==> config.mk <==
export PLATFORM = sky130hd
export DESIGN_NAME = water_dispenser_ctrl
export DESIGN_NICKNAME = d
export VERILOG_FILES = /design/src/rtl/water_dispenser_ctrl_pkg.sv /design/src/rtl/button_edge_detect.sv /design/src/rtl/water_dispenser_ctrl_dispense_meter.sv /design/src/rtl/water_dispenser_ctrl.sv
export SDC_FILE = /design/constraint.sdc
export NUM_CORES = 1
export LEC_CHECK = 0
export ABC_AREA = 1
export CORE_MARGIN = 5
export CORE_UTILIZATION = 34
export DETAILED_ROUTE_END_ITERATION = 10
export REMOVE_ABC_BUFFERS = 1
export SLEW_MARGIN = 10
export SYNTH_ARGS = -nofsm -noshare
export SYNTH_HDL_FRONTEND = slang
export SYNTH_HIERARCHICAL = 1
export SYNTH_SLANG_ARGS = --single-unit
==> constraint.sdc <==
create_clock -name clock -period 6.35 [get_ports clock]
set_clock_uncertainty 0.15 [all_clocks]
set_input_delay 0.635 -clock clock [delete_from_list [all_inputs] [get_ports clock]]
set_output_delay 0.635 -clock clock [all_outputs]
set_load 0.1 [all_outputs]
==> src/rtl/water_dispenser_ctrl_pkg.sv <==
// Shared types and helpers for the water dispenser controller.
package water_dispenser_ctrl_pkg;

  localparam int SWITCH_COUNT = 10;

  typedef enum logic [1:0] {
    ST_READING_INPUT = 2'd0,
    ST_DISPENSING    = 2'd1,
    ST_PAUSED        = 2'd2,
    ST_DONE          = 2'd3
  } state_t;

  // Bits needed to hold 10^digits - 1.
  function automatic int amount_width(input int digits);
    longint p;
    p = 1;
    for (int i = 0; i < digits; i++) p = p * 10;
    return $clog2(p);
  endfunction

endpackage

==> src/rtl/button_edge_detect.sv <==
// One-cycle press event on the falling edge of an (already debounced) button.
module button_edge_detect (
  input  logic clock,
  input  logic reset,
  input  logic button,
  output logic press
);

  logic button_q;

  always_ff @(posedge clock) begin
    if (reset) button_q <= 1'b1;
    else       button_q <= button;
  end

  assign press = button_q & ~button;

endmodule

==> src/rtl/water_dispenser_ctrl_dispense_meter.sv <==
// Flow-pulse accumulation clamped at the requested total, plus the no-flow timer.
module water_dispenser_ctrl_dispense_meter #(
  parameter int AMOUNT_WIDTH   = 14,
  parameter int ML_PER_PULSE   = 1,
  parameter int TIMEOUT_CYCLES = 50000000
) (
  input  logic                    clock,
  input  logic                    reset,
  input  logic                    clear,
  input  logic                    count_en,
  input  logic                    timer_run,
  input  logic                    timer_reload,
  input  logic                    flow_pulse,
  input  logic [AMOUNT_WIDTH-1:0] total,
  output logic [AMOUNT_WIDTH-1:0] dispensed,
  output logic                    reached,
  output logic                    timeout
);

  localparam int TW = $clog2(TIMEOUT_CYCLES);
  localparam int SW = AMOUNT_WIDTH + 8;
  localparam logic [TW-1:0] TIMER_LOAD = TW'(TIMEOUT_CYCLES - 1);

  logic [AMOUNT_WIDTH-1:0] dispensed_q;
  logic [TW-1:0]           timer_q;
  logic [SW-1:0]           sum;
  logic                    at_total;

  assign sum      = SW'(dispensed_q) + SW'(ML_PER_PULSE);
  assign at_total = (sum >= SW'(total));
  assign reached  = count_en & flow_pulse & at_total;
  // Down-counter: terminal count 0 equals TIMEOUT_CYCLES-1 idle cycles since load.
  assign timeout  = timer_run & ~flow_pulse & (timer_q == '0);
  assign dispensed = dispensed_q;

  always_ff @(posedge clock) begin
    if (reset) begin
      dispensed_q <= '0;
      timer_q     <= TIMER_LOAD;
    end else begin
      if (clear)
        dispensed_q <= '0;
      else if (count_en && flow_pulse)
        dispensed_q <= at_total ? total : sum[AMOUNT_WIDTH-1:0];

      if (clear || timer_reload || (timer_run && flow_pulse))
        timer_q <= TIMER_LOAD;
      else if (timer_run && timer_q != '0)
        timer_q <= timer_q - 1'b1;
    end
  end

endmodule

==> src/rtl/water_dispenser_ctrl.sv <==
// Dispenser controller: keyed volume entry, metering FSM, pause/abort and no-flow fault.
module water_dispenser_ctrl
  import water_dispenser_ctrl_pkg::*;
#(
  parameter int DIGIT_COUNT    = 4,
  parameter int ML_PER_PULSE   = 1,
  parameter int TIMEOUT_CYCLES = 50000000,
  localparam int AMOUNT_WIDTH  = amount_width(DIGIT_COUNT)
) (
  input  logic                    clock,
  input  logic                    reset,
  input  logic [SWITCH_COUNT-1:0] switches,
  input  logic                    button_add,
  input  logic                    button_ok,
  input  logic                    button_cancel,
  input  logic                    flow_pulse,
  output logic [AMOUNT_WIDTH-1:0] total_amount,
  output logic [AMOUNT_WIDTH-1:0] dispensed_amount,
  output logic [2:0]              digit_count,
  output logic                    valve_open,
  output logic [1:0]              state,
  output logic                    done,
  output logic                    fault,
  output logic                    aborted
);

  logic add_press, ok_press, cancel_press;

  button_edge_detect u_add    (.clock(clock), .reset(reset), .button(button_add),    .press(add_press));
  button_edge_detect u_ok     (.clock(clock), .reset(reset), .button(button_ok),     .press(ok_press));
  button_edge_detect u_cancel (.clock(clock), .reset(reset), .button(button_cancel), .press(cancel_press));

  state_t                  state_q, state_d;
  logic [AMOUNT_WIDTH-1:0] total_q, total_d;
  logic [2:0]              digits_q, digits_d;
  logic                    valve_q, done_q, fault_q, fault_d, aborted_q, aborted_d;
  logic                    meter_clear, timer_reload, reached, timeout;
  logic [3:0]              sw_digit;
  logic                    sw_any;

  water_dispenser_ctrl_dispense_meter #(
    .AMOUNT_WIDTH  (AMOUNT_WIDTH),
    .ML_PER_PULSE  (ML_PER_PULSE),
    .TIMEOUT_CYCLES(TIMEOUT_CYCLES)
  ) u_meter (
    .clock       (clock),
    .reset       (reset),
    .clear       (meter_clear),
    .count_en    (state_q == ST_DISPENSING || state_q == ST_PAUSED),
    .timer_run   (state_q == ST_DISPENSING),
    .timer_reload(timer_reload),
    .flow_pulse  (flow_pulse),
    .total       (total_q),
    .dispensed   (dispensed_amount),
    .reached     (reached),
    .timeout     (timeout)
  );

  // Lowest-index set switch selects the digit.
  always_comb begin
    sw_any   = |switches;
    sw_digit = '0;
    for (int i = SWITCH_COUNT - 1; i >= 0; i--)
      if (switches[i]) sw_digit = 4'(i);
  end

  always_comb begin
    state_d      = state_q;
    total_d      = total_q;
    digits_d     = digits_q;
    fault_d      = fault_q;
    aborted_d    = aborted_q;
    meter_clear  = 1'b0;
    timer_reload = 1'b0;
    case (state_q)
      ST_READING_INPUT: begin
        if (cancel_press) begin
          total_d  = '0;
          digits_d = '0;
        end else if (ok_press) begin
          if (total_q != '0) begin
            state_d     = ST_DISPENSING;
            meter_clear = 1'b1;
          end
        end else if (add_press && sw_any && digits_q < 3'(DIGIT_COUNT)) begin
          total_d  = AMOUNT_WIDTH'(total_q * AMOUNT_WIDTH'(10) + AMOUNT_WIDTH'(sw_digit));
          digits_d = digits_q + 3'd1;
        end
      end
      ST_DISPENSING: begin
        if (reached)
          state_d = ST_DONE;
        else if (cancel_press)
          state_d = ST_PAUSED;
        else if (timeout) begin
          state_d = ST_DONE;
          fault_d = 1'b1;
        end
      end
      ST_PAUSED: begin
        if (reached)
          state_d = ST_DONE;
        else if (cancel_press) begin
          state_d   = ST_DONE;
          aborted_d = 1'b1;
        end else if (ok_press) begin
          state_d      = ST_DISPENSING;
          timer_reload = 1'b1;
        end
      end
      ST_DONE: begin
        if (cancel_press || ok_press) begin
          state_d     = ST_READING_INPUT;
          total_d     = '0;
          digits_d    = '0;
          fault_d     = 1'b0;
          aborted_d   = 1'b0;
          meter_clear = 1'b1;
        end
      end
      default: state_d = ST_READING_INPUT;
    endcase
  end

  always_ff @(posedge clock) begin
    if (reset) begin
      state_q   <= ST_READING_INPUT;
      total_q   <= '0;
      digits_q  <= '0;
      valve_q   <= 1'b0;
      done_q    <= 1'b0;
      fault_q   <= 1'b0;
      aborted_q <= 1'b0;
    end else begin
      state_q   <= state_d;
      total_q   <= total_d;
      digits_q  <= digits_d;
      valve_q   <= (state_d == ST_DISPENSING);
      done_q    <= (state_d == ST_DONE) && (state_q != ST_DONE);
      fault_q   <= fault_d;
      aborted_q <= aborted_d;
    end
  end

  assign state        = state_q;
  assign total_amount = total_q;
  assign digit_count  = digits_q;
  assign valve_open   = valve_q;
  assign done         = done_q;
  assign fault        = fault_q;
  assign aborted      = aborted_q;

endmodule
Yosys cells after proc, flatten, opt, wreduce, memory -nomap -nowiden
Cells that the tools add are included.
{"block": "totals", "register_bits": 66, "word_cells": 116}
{"block": "classes", "n_addsub": 4, "multipliers": 1, "n_lt_le_gt_ge": 2, "eq_ne": 14, "muxes": 49, "n_bitwise": 11, "n_reduce_logical": 23}
{"operator": "14-bit 2-to-1 mux", "count": 5}
{"operator": "4-bit 2-to-1 mux", "count": 10}
{"operator": "14-bit case mux with 2 select lines", "count": 1}
{"operator": "26-bit zero test", "count": 1}
{"operator": "26-bit nonzero test", "count": 1}
{"operator": "26-bit by 1-bit subtractor with 26-bit output, second input constant", "count": 1}
{"operator": "22-bit by 14-bit greater-or-equal comparator with 1-bit output", "count": 1}
{"operator": "2-bit 2-to-1 mux", "count": 10}
{"operator": "14-bit by 1-bit adder with 15-bit output, second input constant", "count": 1}
{"operator": "14-bit by 4-bit adder with 14-bit output", "count": 1}
{"operator": "14-bit by 3-bit multiplier with 13-bit output, second input constant", "count": 1}
{"operator": "1-bit 2-to-1 mux", "count": 14}
{"operator": "2-bit != test, second input constant", "count": 7}
{"operator": "14-bit nonzero test", "count": 1}
{"operator": "3-bit 2-to-1 mux", "count": 4}
{"operator": "10-bit OR reduction", "count": 1}
{"operator": "2-bit case mux with 4 select lines", "count": 1}
{"operator": "4-bit AND reduction", "count": 2}
{"operator": "1-bit AND", "count": 7}
{"operator": "2-bit == test, second input constant", "count": 3}
{"operator": "1-bit logical AND", "count": 6}
{"operator": "3-bit != test, second input constant", "count": 2}
{"operator": "1-bit case mux with 2 select lines", "count": 3}
{"operator": "3-bit case mux with 2 select lines", "count": 1}
{"operator": "other kinds (9)", "count": 19}

Longest topological paths before layout
{"block": "logic_depth", "depth_word": 15, "ltp_mapped": 23, "depth_no_buf": 22}

Cells and area by module
Netlist, hierarchy kept.
{"mod": "water_dispenser_ctrl_dispense_meter", "instances": 1, "cells_each": 490, "area_per_inst_um2": 3085.5}
{"mod": "water_dispenser_ctrl", "instances": 1, "cells_each": 336, "area_per_inst_um2": 2282.2}
{"mod": "button_edge_detect", "instances": 3, "cells_each": 6, "area_per_inst_um2": 38.8}

Worst setup path after synthesis
Ideal clock, no wire load.
{"block": "synth_timing", "path_kind": "register -> register", "from": "register u_meter.dispensed_q[0], in the netlist u_meter/dispensed[0]", "to": "register u_meter.timer_q[12]", "setup_ps": 134, "arrival_ps": 3995, "required_ps": 6066, "slack_ps": 2071, "path_stages_with_launch": 21, "path_buffers": 2, "period_less_slack_ps": 4279, "path_cell_list": "dfxtp_1 > ha_1 > nand3_1 > nor2_1 > nand2_1 > o21ai_0 > inv_1 > ha_1 > nand2_1 > nor2_1 > nand3_1 > nand2_1 > nand2_1 > nand3_4 > buf_6 > nand2_1 > inv_1 > nor4_1 > nor3_2 > clkbuf_1 > nand3_1"}
{"block": "synth_between", "elab_chain_len": 8}
{"element": "start: declaration", "line_no": "water_dispenser_ctrl_dispense_meter.sv:24", "source": "logic [AMOUNT_WIDTH-1:0] dispensed_q;"}
{"element": "start signal: assignment", "line_no": "water_dispenser_ctrl_dispense_meter.sv:44", "source": "dispensed_q <= at_total ? total : sum[AMOUNT_WIDTH-1:0];"}
{"element": "14-bit by 1-bit adder with 15-bit output", "line_no": "water_dispenser_ctrl_dispense_meter.sv:29", "source": "assign sum = SW'(dispensed_q) + SW'(ML_PER_PULSE);"}
{"element": "22-bit by 14-bit greater-or-equal comparator with 1-bit output", "line_no": "water_dispenser_ctrl_dispense_meter.sv:30", "source": "assign at_total = (sum >= SW'(total));"}
{"element": "1-bit AND", "line_no": "water_dispenser_ctrl_dispense_meter.sv:31", "source": "assign reached = count_en & flow_pulse & at_total;"}
{"element": "named net reached", "line_no": "water_dispenser_ctrl.sv:37", "source": "logic meter_clear, timer_reload, reached, timeout;"}
{"element": "1-bit 2-to-1 mux", "line_no": "water_dispenser_ctrl.sv:101", "source": "if (reached)"}
{"element": "1-bit 2-to-1 mux", "line_no": "water_dispenser_ctrl.sv:75", "source": "case (state_q)"}
{"element": "named net timer_reload", "line_no": "water_dispenser_ctrl.sv:37"}
{"element": "1-bit logical OR (2 in a row)", "line_no": "water_dispenser_ctrl_dispense_meter.sv:46", "source": "if (clear || timer_reload || (timer_run && flow_pulse))"}
{"element": "2-bit OR reduction (no line)"}
{"element": "end signal: assignment", "line_no": "water_dispenser_ctrl_dispense_meter.sv:49", "source": "timer_q <= timer_q - 1'b1;"}
{"element": "end: declaration", "line_no": "water_dispenser_ctrl_dispense_meter.sv:25", "source": "logic [TW-1:0] timer_q;"}
The timed path passes the listed nets, and every way through them passes these cells.
A chain may end at the register's enable or synchronous reset.

Final worst setup path
{"block": "layout_timing", "from": "register u_meter.dispensed_q[0], in the netlist u_meter/dispensed[0]", "to": "register u_meter.timer_q[1]"}
Same word-level chain as after synthesis.

==> metrics.txt <==
run status completed; most frequent cells in the layout nand2_1 (223), inv_1 (127), nand3_1 (82); warning count from the yosys run 6; Die W 137 µm; hpwl dp 10300 µm; fraction of registers with async set/reset 0; Final period util 0.640; vias in the first global route 4683; flops & latches, synth 66; gr usage total 0.146; Hold Buf Count CTS 0; top cell family by delay on the critical path simple AND/OR/NAND/NOR gates; CTS Buf Count 9; combinational fraction of design power 0.450; first-pass GRT wire length 22300 µm; largest net degree at the start of global routing 29; slowest cell delay on critical path 0.39 ns; achievable frequency 246 MHz; largest family of logic cells by synthesized area simple AND/OR/NAND/NOR gates; cell internal pwr 0.000997 W; Power Density 286 mW/mm²; most common cell after layout, fill and taps aside nand2_1; max-slew violations 0; vias per inst 4.67; Slew Limit Headroom 0.301; r2r worst-path depth 21; Seq/Total Area, Yosys 0.241; Avg Inst Size Synth 6.50 µm²; Crit path required time 6.42 ns; mux share of post-synthesis cell area 0; DRT antenna net count 0; unrepaired setup endpoints after global routing false; Cells after Synth 844; WP depth 21; Post-synth EDFFs 0; crit end category register; CP Class register to register; Clock Path Buffers 2; clock latency on the worst-skew pair 0.34 ns; Tightest Pin Transition 1.04 ns; GPL Wtd Cong 0.839; Crit path arrival time 4.13 ns; CORE AREA 0.0158 mm²; I/O Pins 53; Sw Pwr 0.000849 W; final hold slack 0.319 ns; final setup vio count 0; CTS tree yes; Worst-path clk slew 0.06 ns; grt ovf 0; main area contributors after synthesis dfxtp_1 (24%), nand2_1 (15%), ha_1 (9.8%); Cell Area, Synth 0.00548 mm²; synth-to-layout area growth 17.8%; ANT cells 0; IO Port Bufs 52; DR WL/cell 11.9 µm; clock share of power 0.265; worst vdd ir 167 µV; leakage power 3.05 nW; critical path's slowest cell dfxtp_1; share of layout cells above drive strength 1 0.0936; worst hold-check path type register to register; minimum clock period 4.06 ns; largest driver fanout on the critical path 18; Initial Util 0.346; XOR/XNOR share of the synthesized area 0.0477; Synth Area in Compound Gates 0.0767; Max Cap Viol 0; Critical Path Most Common Cell nand2_1; Num Clock Sinks 66; drt drc 0; Adder-Cell Fraction of Synth Area 0.105; Vias 5195; Iter 0 DRT Violations 282; Buf/Inv on CP 4; Post-Route Setup TNS 0 ns; post-CTS sizing 0; Site Rows 46; post-synth top area cell dfxtp_1; Most used DFF post-synth dfxtp_1; Synth cell types 48; Routed WL 13300 µm; worst-path cell chain ha_1 -> nand3_1 -> nor2_1 -> nand2_1 -> o21ai_0 -> inv_1 -> ha_1 -> nand2_1 -> nor2_1 -> nand3_1 -> nand2_1 -> nand2_1 -> nand3_4 -> nand2_1 -> inv_1 -> nor4_1 -> nor3_2 -> buf_4 -> inv_2 -> a21oi_1 -> o21ai_0; Die Ht 137 µm; DR pass1 iterations 5; initial antenna violation count 0; Power Total 0.00185 W; Die ar. 0.0188 mm²; Post-Synth Simple-Gate Area 0.414; Final Hold Fails 0; Yosys top cell area share 0.241; Post-layout nets 953; crit path launch type register; Core Util, Final 0.408; H-tree lvl count 3; number of setup buffers added after CTS 0; CTS root buf clkbuf_16; register share of total power 0.285; hold path cells 2; switching part of the total 0.460
stage by stage:
step | std cells | area, µm² | setup WS, ns
2_1_floorplan | 827 | 5370 | 1.75
3_3_place_gp | 1097 | 6170 | 2.46
3_5_place_dp | 1097 | 6170 | 2.34
4_1_cts | 1113 | 6460 | 2.34
5_1_grt | 1113 | 6460 | 1.86
6_report | 1113 | 6460 | 2.29
layer usage:
metal,vias to the layer above,track usage,wire (µm)
li1,2802,-,-
met1,2277,0.200,6860
met2,100,0.227,5640
met3,16,0.0393,607
met4,0,0.0355,182
met5,-,0,0
Yosys cell counts, types with 4 or more instances:
cell,number
a21oi_2,4
buf_2,5
ha_1,43
a21oi_1,34
dfxtp_1,66
nand3_1,82
inv_1,127
nor2_4,5
inv_2,10
nor4_1,4
nor2_1,74
xor2_1,16
nand2_1,223
nand4_1,20
nor3_1,15
nand2_2,14
nand3_2,10
nand3b_1,8
o21ai_0,15
clkbuf_1,5
buf_6,6
nor2_2,9
xnor2_1,12
cells by family after synthesis:
logic type / Yosys count
AO/OA/AOI/OAI: 71
XOR/XNOR: 29
buffers and inverters: 154
AND/OR/NAND/NOR: 479
adder cells (fa/ha/maj): 45
flip-flops: 66
final timing paths:
kind	start	slack, ns	to
max	u_meter/dispensed[0]	2.29	u_meter/timer_q[1]
min	fault	0.32	fault
max reg2reg	u_meter/dispensed[0]	2.29	u_meter/timer_q[1]
min reg2reg	fault	0.32	fault
state kept, by name (all words and copies together) (netlist names):
| signal | cells |
|---|---|
| aborted | 1 |
| total_amount | 14 |
| fault | 1 |
| u_meter/timer_q | 26 |
| digit_count | 3 |
| u_add/button_q | 1 |
| u_ok/button_q | 1 |
| u_cancel/button_q | 1 |
| state | 2 |
| done | 1 |
| valve_open | 1 |
| u_meter/dispensed | 14 |
worst min-delay path, stage by stage, from the launching register on:
cell     delay [ns]
dfxtp_1        0.31
nand2_1        0.06
a21oi_1        0.05
area by class of cell:
class / instances / area, µm²
flip-flops and latches: 66 / 1320
repair buffers: 54 / 536
clock buffers: 11 / 233
well taps: 216 / 270
inverters: 137 / 514
fillers: 1719 / 9370
multi-input cells: 624 / 3530
clock inverters: 5 / 55.1
power groups by stage:
stage	combinational (W)	clock (W)	sequential [W]
floorplan	0.000466	0	0.000700
global placement	0.000823	0	0.000535
detailed placement	0.000830	0	0.000535
CTS	0.000833	0.000505	0.000527
global route	0.000916	0.000526	0.000535
finish	0.000830	0.000489	0.000527
No activity file was read; power rests on OpenSTA's default activity.
